### config.mk
export PLATFORM = sky130hd
export DESIGN_NAME = sar_ctrl
export DESIGN_NICKNAME = d
export VERILOG_FILES = /design/src/rtl/sar_ctrl.sv
export SDC_FILE = /design/constraint.sdc
export NUM_CORES = 1
export LEC_CHECK = 0
export ABC_AREA = 1
export CORE_ASPECT_RATIO = 1.1
export CORE_MARGIN = 10
export CORE_UTILIZATION = 56
export DETAILED_ROUTE_END_ITERATION = 8
export GPL_TIMING_DRIVEN = 1
export PLACE_DENSITY = 0.85
export RECOVER_POWER = 50
export SYNTH_ARGS = -nofsm -noshare
export SYNTH_HDL_FRONTEND = slang
export SYNTH_SLANG_ARGS = --single-unit
### constraint.sdc
create_clock -name clk -period 3.75 [get_ports clk]
set_clock_uncertainty 0.15 [all_clocks]
set_input_delay 0.75 -clock clk [delete_from_list [all_inputs] [get_ports clk]]
set_output_delay 0.75 -clock clk [all_outputs]
set_load 0.005 [all_outputs]
### src/rtl/sar_ctrl.sv
// Successive-approximation controller: samples, then walks the DAC code MSB-first
// using qualified comparator decisions, with a per-compare timeout fallback.
//
// state     | meaning
// ----------+---------------------------------------------------------------
// S_IDLE    | waiting for start; last result held
// S_SAMPLE  | track/hold switch closed for SAMPLE_CYCLES
// S_SETTLE  | DAC settling for SETTLE_CYCLES, comparator disabled
// S_COMPARE | comparator enabled, waiting for valid or timeout
// S_DONE    | one-cycle done pulse, result visible
module sar_ctrl #(
  parameter int N_BITS         = 8,
  parameter int SAMPLE_CYCLES  = 4,
  parameter int SETTLE_CYCLES  = 2,
  parameter int TIMEOUT_CYCLES = 16
) (
  input  logic              clk,
  input  logic              rst,
  input  logic              start,
  input  logic              comp,
  input  logic              valid,
  output logic              sample,
  output logic              cmp_en,
  output logic [N_BITS-1:0] dac_code,
  output logic              busy,
  output logic [N_BITS-1:0] result,
  output logic              done,
  output logic              timeout_err
);

  localparam int MAX_A = (SAMPLE_CYCLES > SETTLE_CYCLES) ? SAMPLE_CYCLES : SETTLE_CYCLES;
  localparam int MAXP  = (MAX_A > TIMEOUT_CYCLES) ? MAX_A : TIMEOUT_CYCLES;
  localparam int CNT_W = $clog2(MAXP + 1);
  localparam int IDX_W = (N_BITS > 1) ? $clog2(N_BITS) : 1;

  localparam logic [CNT_W-1:0] SAMPLE_TC  = CNT_W'(SAMPLE_CYCLES - 1);
  localparam logic [CNT_W-1:0] SETTLE_TC  = CNT_W'(SETTLE_CYCLES - 1);
  localparam logic [CNT_W-1:0] TIMEOUT_TC = CNT_W'(TIMEOUT_CYCLES - 1);
  localparam logic [IDX_W-1:0] IDX_MSB    = IDX_W'(N_BITS - 1);

  typedef enum logic [2:0] {
    S_IDLE,
    S_SAMPLE,
    S_SETTLE,
    S_COMPARE,
    S_DONE
  } state_t;

  state_t             state, state_n;
  logic [CNT_W-1:0]   cnt, cnt_n;
  logic [IDX_W-1:0]   idx, idx_n;
  logic [N_BITS-1:0]  dac_n, result_n;
  logic               terr_n;

  always_ff @(posedge clk) begin
    if (rst) begin
      state       <= S_IDLE;
      cnt         <= '0;
      idx         <= IDX_MSB;
      dac_code    <= '0;
      result      <= '0;
      timeout_err <= 1'b0;
    end else begin
      state       <= state_n;
      cnt         <= cnt_n;
      idx         <= idx_n;
      dac_code    <= dac_n;
      result      <= result_n;
      timeout_err <= terr_n;
    end
  end

  always_comb begin
    state_n  = state;
    cnt_n    = cnt;
    idx_n    = idx;
    dac_n    = dac_code;
    result_n = result;
    terr_n   = timeout_err;
    case (state)
      S_IDLE: begin
        if (start) begin
          state_n = S_SAMPLE;
          cnt_n   = '0;
          dac_n   = '0;
          terr_n  = 1'b0;
        end
      end
      S_SAMPLE: begin
        if (cnt == SAMPLE_TC) begin
          state_n           = S_SETTLE;
          cnt_n             = '0;
          dac_n             = '0;
          dac_n[N_BITS-1]   = 1'b1;
          idx_n             = IDX_MSB;
        end else begin
          cnt_n = cnt + 1'b1;
        end
      end
      S_SETTLE: begin
        if (cnt == SETTLE_TC) begin
          state_n = S_COMPARE;
          cnt_n   = '0;
        end else begin
          cnt_n = cnt + 1'b1;
        end
      end
      S_COMPARE: begin
        // A timeout keeps the trial bit, as if comp=1; valid on the same cycle wins.
        if (valid || (cnt == TIMEOUT_TC)) begin
          cnt_n = '0;
          if (valid && !comp) dac_n[idx] = 1'b0;
          if (!valid) terr_n = 1'b1;
          if (idx != '0) begin
            dac_n[idx - 1'b1] = 1'b1;
            idx_n             = idx - 1'b1;
            state_n           = S_SETTLE;
          end else begin
            result_n = dac_n;
            state_n  = S_DONE;
          end
        end else begin
          cnt_n = cnt + 1'b1;
        end
      end
      S_DONE: begin
        state_n = S_IDLE;
      end
      default: begin
        state_n = S_IDLE;
      end
    endcase
  end

  // Result is loaded on DONE entry so it is already valid while done is high.
  assign sample = (state == S_SAMPLE);
  assign cmp_en = (state == S_COMPARE);
  assign busy   = (state != S_IDLE);
  assign done   = (state == S_DONE);

endmodule

Word level (Yosys, flattened, before mapping):

Cells that the tools add are included.

* $add $sub $neg: 2
* magnitude comparators: 4
* equality and inequality tests: 13
* muxes and demuxes: 31
* bitwise logic cells: 4
* reduce and logical (&&, ||, !) cells: 18

Operator list (count)
* two-way mux 8 bit: 7
* two-way mux 3 bit: 8
* case mux 8 bit (3 select lines): 1
* two-way mux 5 bit: 4
* case mux 5 bit (4 select lines): 1
* AND reduction 4 bit: 4
* case mux 3 bit (4 select lines): 1
* nonzero test 3 bit: 3
* AND 8 bit: 1
* less-than comparator 3 x 4 -> 1 bit (second input constant): 2
* NOT 8 bit: 1
* OR 8 bit: 1
* demux 1 bit (select 3 bit): 2
* == test 3 x 2 -> 1 bit (second input constant): 2
* >= comparator 3 x 1 -> 1 bit (second input constant): 2
* inequality test 2 x 1 -> 1 bit (second input constant): 3
* inequality test 2 bit (second input constant): 3
* case mux 3 bit (2 select lines): 1
* adder 5 x 1 -> 5 bit (second input constant): 1
* == test 5 x 1 -> 1 bit (second input constant): 1
* == test 5 x 2 -> 1 bit (second input constant): 1
* == test 5 x 4 -> 1 bit (second input constant): 1
* two-way mux 1 bit: 5
* nonzero test 2 bit: 2
* other kinds (12): 14

* register bits: 28

Logic depth before layout (Yosys ltp):

* word-level depth: 13
* gate-level depth with buffers: 11
* mapped depth without buffers: 11

Worst setup path before layout:

No wires, ideal clock.

* path type: register to register
* start: register cnt[0]
* end: register result[6]
* setup time: 0.128 ns
* arrival: 1.472 ns
* required time: 3.472 ns
* setup slack: 2.000 ns
* stages on the path, launching flop included: 10
* path buffers: 1
* path through: dfxtp_1 ha_1 nand2_1 nor2_1 ha_1 o21ai_2 buf_6 nor2_1 a21oi_1 nor2_1

* word-level cells in the longest chain between the ends: 3

Ends and longest elaborated chain
* from (decl): RTL line 50 `logic [CNT_W-1:0] cnt, cnt_n;`
* from (signal assigned): RTL line 65 `cnt <= cnt_n;`
* == test 5 x 4 -> 1 bit: RTL line 110 `if (valid || (cnt == TIMEOUT_TC)) begin`
* logical OR 1 bit: RTL line 110
* AND reduction 3 bit (no source line)
* to (signal assigned): RTL line 68 `result <= result_n;`
* to (decl): RTL line 26 `output logic [N_BITS-1:0] result,`

Every way passes these cells.
A chain may end at the register's enable or synchronous reset.

Final worst setup path:

* start: input port valid
* end: register result[6]

* word-level cells in the longest chain between the ends: 4
* elaborated cells between the ends (all ways): 6
* classes of those cells: mux (3); reduce/logical (3)

Ends and longest elaborated chain
* from (decl): RTL line 21 `input logic valid,`
* logical AND 1 bit: RTL line 112 `if (valid && !comp) dac_n[idx] = 1'b0;`
* two-way mux 8 bit: RTL line 112
* two-way mux 8 bit: RTL line 110
* two-way mux 8 bit: RTL line 80 `case (state)`

Parallel ways exist; a longest one is shown, timed or not. The select of a mux whose other input is x is not followed.

==> impl_metrics.env <==
export IMPL_top_level_ports=26
export IMPL_start_util_pct=58.0
export IMPL_portBuffers=25
export IMPL_coreArea_um2=2730
export IMPL_synth_top_family_by_area="simple AND/OR/NAND/NOR gates"
export IMPL_syn_inst=247
export IMPL_syn_nets=257
export IMPL_wl_per_cell_um=11.8
export IMPL_arrival_ns=2.77
export IMPL_crit_chain="clkdlybuf4s50_1 -> o21ai_0 -> nor2_1 -> a21oi_1 -> nor2_1"
export IMPL_regArea_um2=561
export IMPL_worstPathMaxFanout=17
export IMPL_dr_max_layer_used="met4"
export IMPL_status="finished, violations left"
export IMPL_synth_largest_area_cell="dfxtp_1"
export IMPL_yosys_area_share_simple_pct=38.7
export IMPL_maxSlewHeadroom_pct=-1.71
export IMPL_rsz0062_at_grt="false"
export IMPL_min_period_ns=2.71
export IMPL_cts_hold_buf=0
export IMPL_synthXorXnorAreaFrac_pct=0.554
export IMPL_drcViolationCount=0
export IMPL_drv_slew=18
export IMPL_setup_viol=0
export IMPL_tritoncts="yes"
export IMPL_path_class="in -> reg"
export IMPL_ys_warn_count=0
export IMPL_fin_crit_sh_pct=72.2
export IMPL_wl_met2_um=1620
export IMPL_drv_cap=1
export IMPL_grt_use_total_pct=13.6
export IMPL_num_vias=1540
export IMPL_post_cts_buffers=0
export IMPL_worstMarginPinSlew_ns=1.51
export IMPL_p_leak_nw=0.907
export IMPL_antenna_found_initial=0
export IMPL_yosys_top_cells_area="dfxtp_1 35%, nand2_1 18%, nor2_1 10%"
export IMPL_cts_reportedPaths_clkPinSlew_ns=0.15
export IMPL_r2r_cells=8
export IMPL_syn_area_um2=1580
export IMPL_hold_end="timeout_err$_SDFFE_PP0P_"
export IMPL_met1Wirelength_um=1750
export IMPL_cp_common_cell="nor2_1"
export IMPL_setup_ws_ns=1.04
export IMPL_hold_class="reg -> reg"
export IMPL_place_ws_ns=1.30
export IMPL_wl_met3_um=188
export IMPL_crit_path_start_kind="primary input"
export IMPL_place_congestion=0.899
export IMPL_synth_avg_cell_area_um2=6.40
export IMPL_ant_nets=0
export IMPL_power_density_nw_per_um2=721
export IMPL_required_ns=3.82
export IMPL_yosysTopAreaCellShare_pct=35.4
export IMPL_dieArea_um2=5350
export IMPL_muxShareOfSynthArea_pct=0
export IMPL_max_stage_delay_ns=1.19
export IMPL_multi_input_area_um2=848
export IMPL_violations="max-capacitance violations, max-slew violations"
export IMPL_drtIter0Drc=117
export IMPL_nets=281
export IMPL_synth_compound_area_share_pct=11.1
export IMPL_cp_slowest_cell="o21ai_0"
export IMPL_worstReg2RegEnd="result[6]$_SDFFE_PP0P_"
export IMPL_post_drt_via_cell_ratio=5.08
export IMPL_async_flop_share_pct=0
export IMPL_fmax_mhz=369
export IMPL_endpoint_kind="register"
export IMPL_grt_pass1_wl_um=6180
export IMPL_synth_seq_area_share_pct=35.4
export IMPL_cts_buffers=3
export IMPL_rows=20
export IMPL_hpwl_um=2790
export IMPL_clock_latency_ns=0.32
export IMPL_synthAdderAreaFrac_pct=3.96
export IMPL_final_common_cell="nand2_1"
export IMPL_ctsResizeCount=0
export IMPL_cts_sinks=28
export IMPL_final_hold_viol_count=0
export IMPL_firstDrtPassIters=4
export IMPL_worst_ir_drop_vdd_uv=428
export IMPL_worst_hold_path_num_cells=2
export IMPL_r2r_start="cnt[0]$_SDFFE_PP0P_"
export IMPL_synth_seq_cells=28
export IMPL_ys_types=26
export IMPL_reg2reg_slack_ns=1.05
export IMPL_area_growth_pct=17.7
export IMPL_grt_max_degree=18
export IMPL_total_power_mw=1.34
export IMPL_setup_tns_ns=0
export IMPL_drt_wl_total_um=3580
export IMPL_first_global_vias=1430
export IMPL_drive_gt1_share_pct=4.44
export IMPL_cts_root_buf="clkbuf_4"
export IMPL_hp_start="timeout_err$_SDFFE_PP0P_"
export IMPL_synth_edf_count=0
export IMPL_htreeDepth=1
export IMPL_die_x_um=70.7
export IMPL_overflow=0
export IMPL_layout_common_cells="78 x nand2_1, 44 x nor2_1, 28 x dfxtp_1, 25 x inv_1, 23 x a21oi_1"
export IMPL_antenna_cells=0
export IMPL_clk_path_buf_depth=2
export IMPL_synth_flop_cell="dfxtp_1"
export IMPL_fillers=247
export IMPL_die_h_um=75.7
export IMPL_place_inst=299
export IMPL_final_cells=303
export IMPL_hold_ws_ns=0.315
state kept, by name (all words and copies together) (netlist names):
name         count
result           8
timeout_err      1
cnt              5
state            3
idx              3
dac_code         8
report_power, final:
group | switching, mW | internal [mW] | total [mW]
Clock | 0.0870 | 0.108 | 0.195
Combinational | 0.407 | 0.284 | 0.690
Sequential | 0.0833 | 0.373 | 0.456
Total | 0.577 | 0.764 | 1.34
worst max-delay path by stage:
| stage | start | end | slack (ns) | depth (start not counted) |
|---|---|---|---|---|
| 2_1_floorplan | cnt[0]$_SDFFE_PP0P_ | result[6]$_SDFFE_PP0P_ | 2.00 | 9 |
| 3_3_place_gp | rst | cnt[2]$_SDFFE_PP0P_ | 1.36 | 4 |
| 3_5_place_dp | rst | cnt[2]$_SDFFE_PP0P_ | 1.30 | 4 |
| 4_1_cts | state[0]$_SDFFE_PP0P_ | cmp_en | 1.09 | 4 |
| 5_1_grt | cnt[0]$_SDFFE_PP0P_ | result[7]$_SDFFE_PP0P_ | 0.70 | 8 |
| 6_report | valid | result[6]$_SDFFE_PP0P_ | 1.04 | 5 |
cell type report:
cell class / instances / share of cell area [%]
repair buffers: 26 / 13.8
well taps: 33 / 2.22
multi-input cells: 185 / 45.6
clock buffers: 3 / 1.21
inverters: 27 / 5.44
clock inverters: 1 / 1.61
flip-flops and latches: 28 / 30.1
cells in the mapped netlist, types with 3 or more instances:
cell	n
nand2_2	3
o21ai_0	4
nor2_1	44
buf_6	3
nand3_1	16
a21oi_1	22
dfxtp_1	28
inv_1	25
nand2_1	77
ha_1	5
worst max-delay path, delay by kind of cell:
kind | cells | cell delay, ns
AO/OA/AOI/OAI | 2 | 1.36
buffers and inverters | 1 | 0.50
AND/OR/NAND/NOR | 2 | 0.15
kinds of logic after synthesis:
| kind of cell | count (synthesis) |
|---|---|
| AO/OA/AOI/OAI | 32 |
| XOR/XNOR | 1 |
| AND/OR/NAND/NOR | 147 |
| buffers and inverters | 34 |
| adder cells (fa/ha/maj) | 5 |
| flip-flops | 28 |
metrics by stage:
step	cell area [um^2]	utilization (%)
after global placement	1820	66.7
after CTS	1870	68.6
after global routing	1860	68.3
final	1860	68.3
after detailed placement	1820	66.7
after floorplan	1580	-
layer usage:
layer / vias to the layer above / global-route usage (%)
met1: 683 / 17.3
met2: 36 / 22.9
met3: 2 / 2.99
met5: - / 0
met4: 0 / 3.44
li1: 819 / -
(Power assumes the default switching activity.)
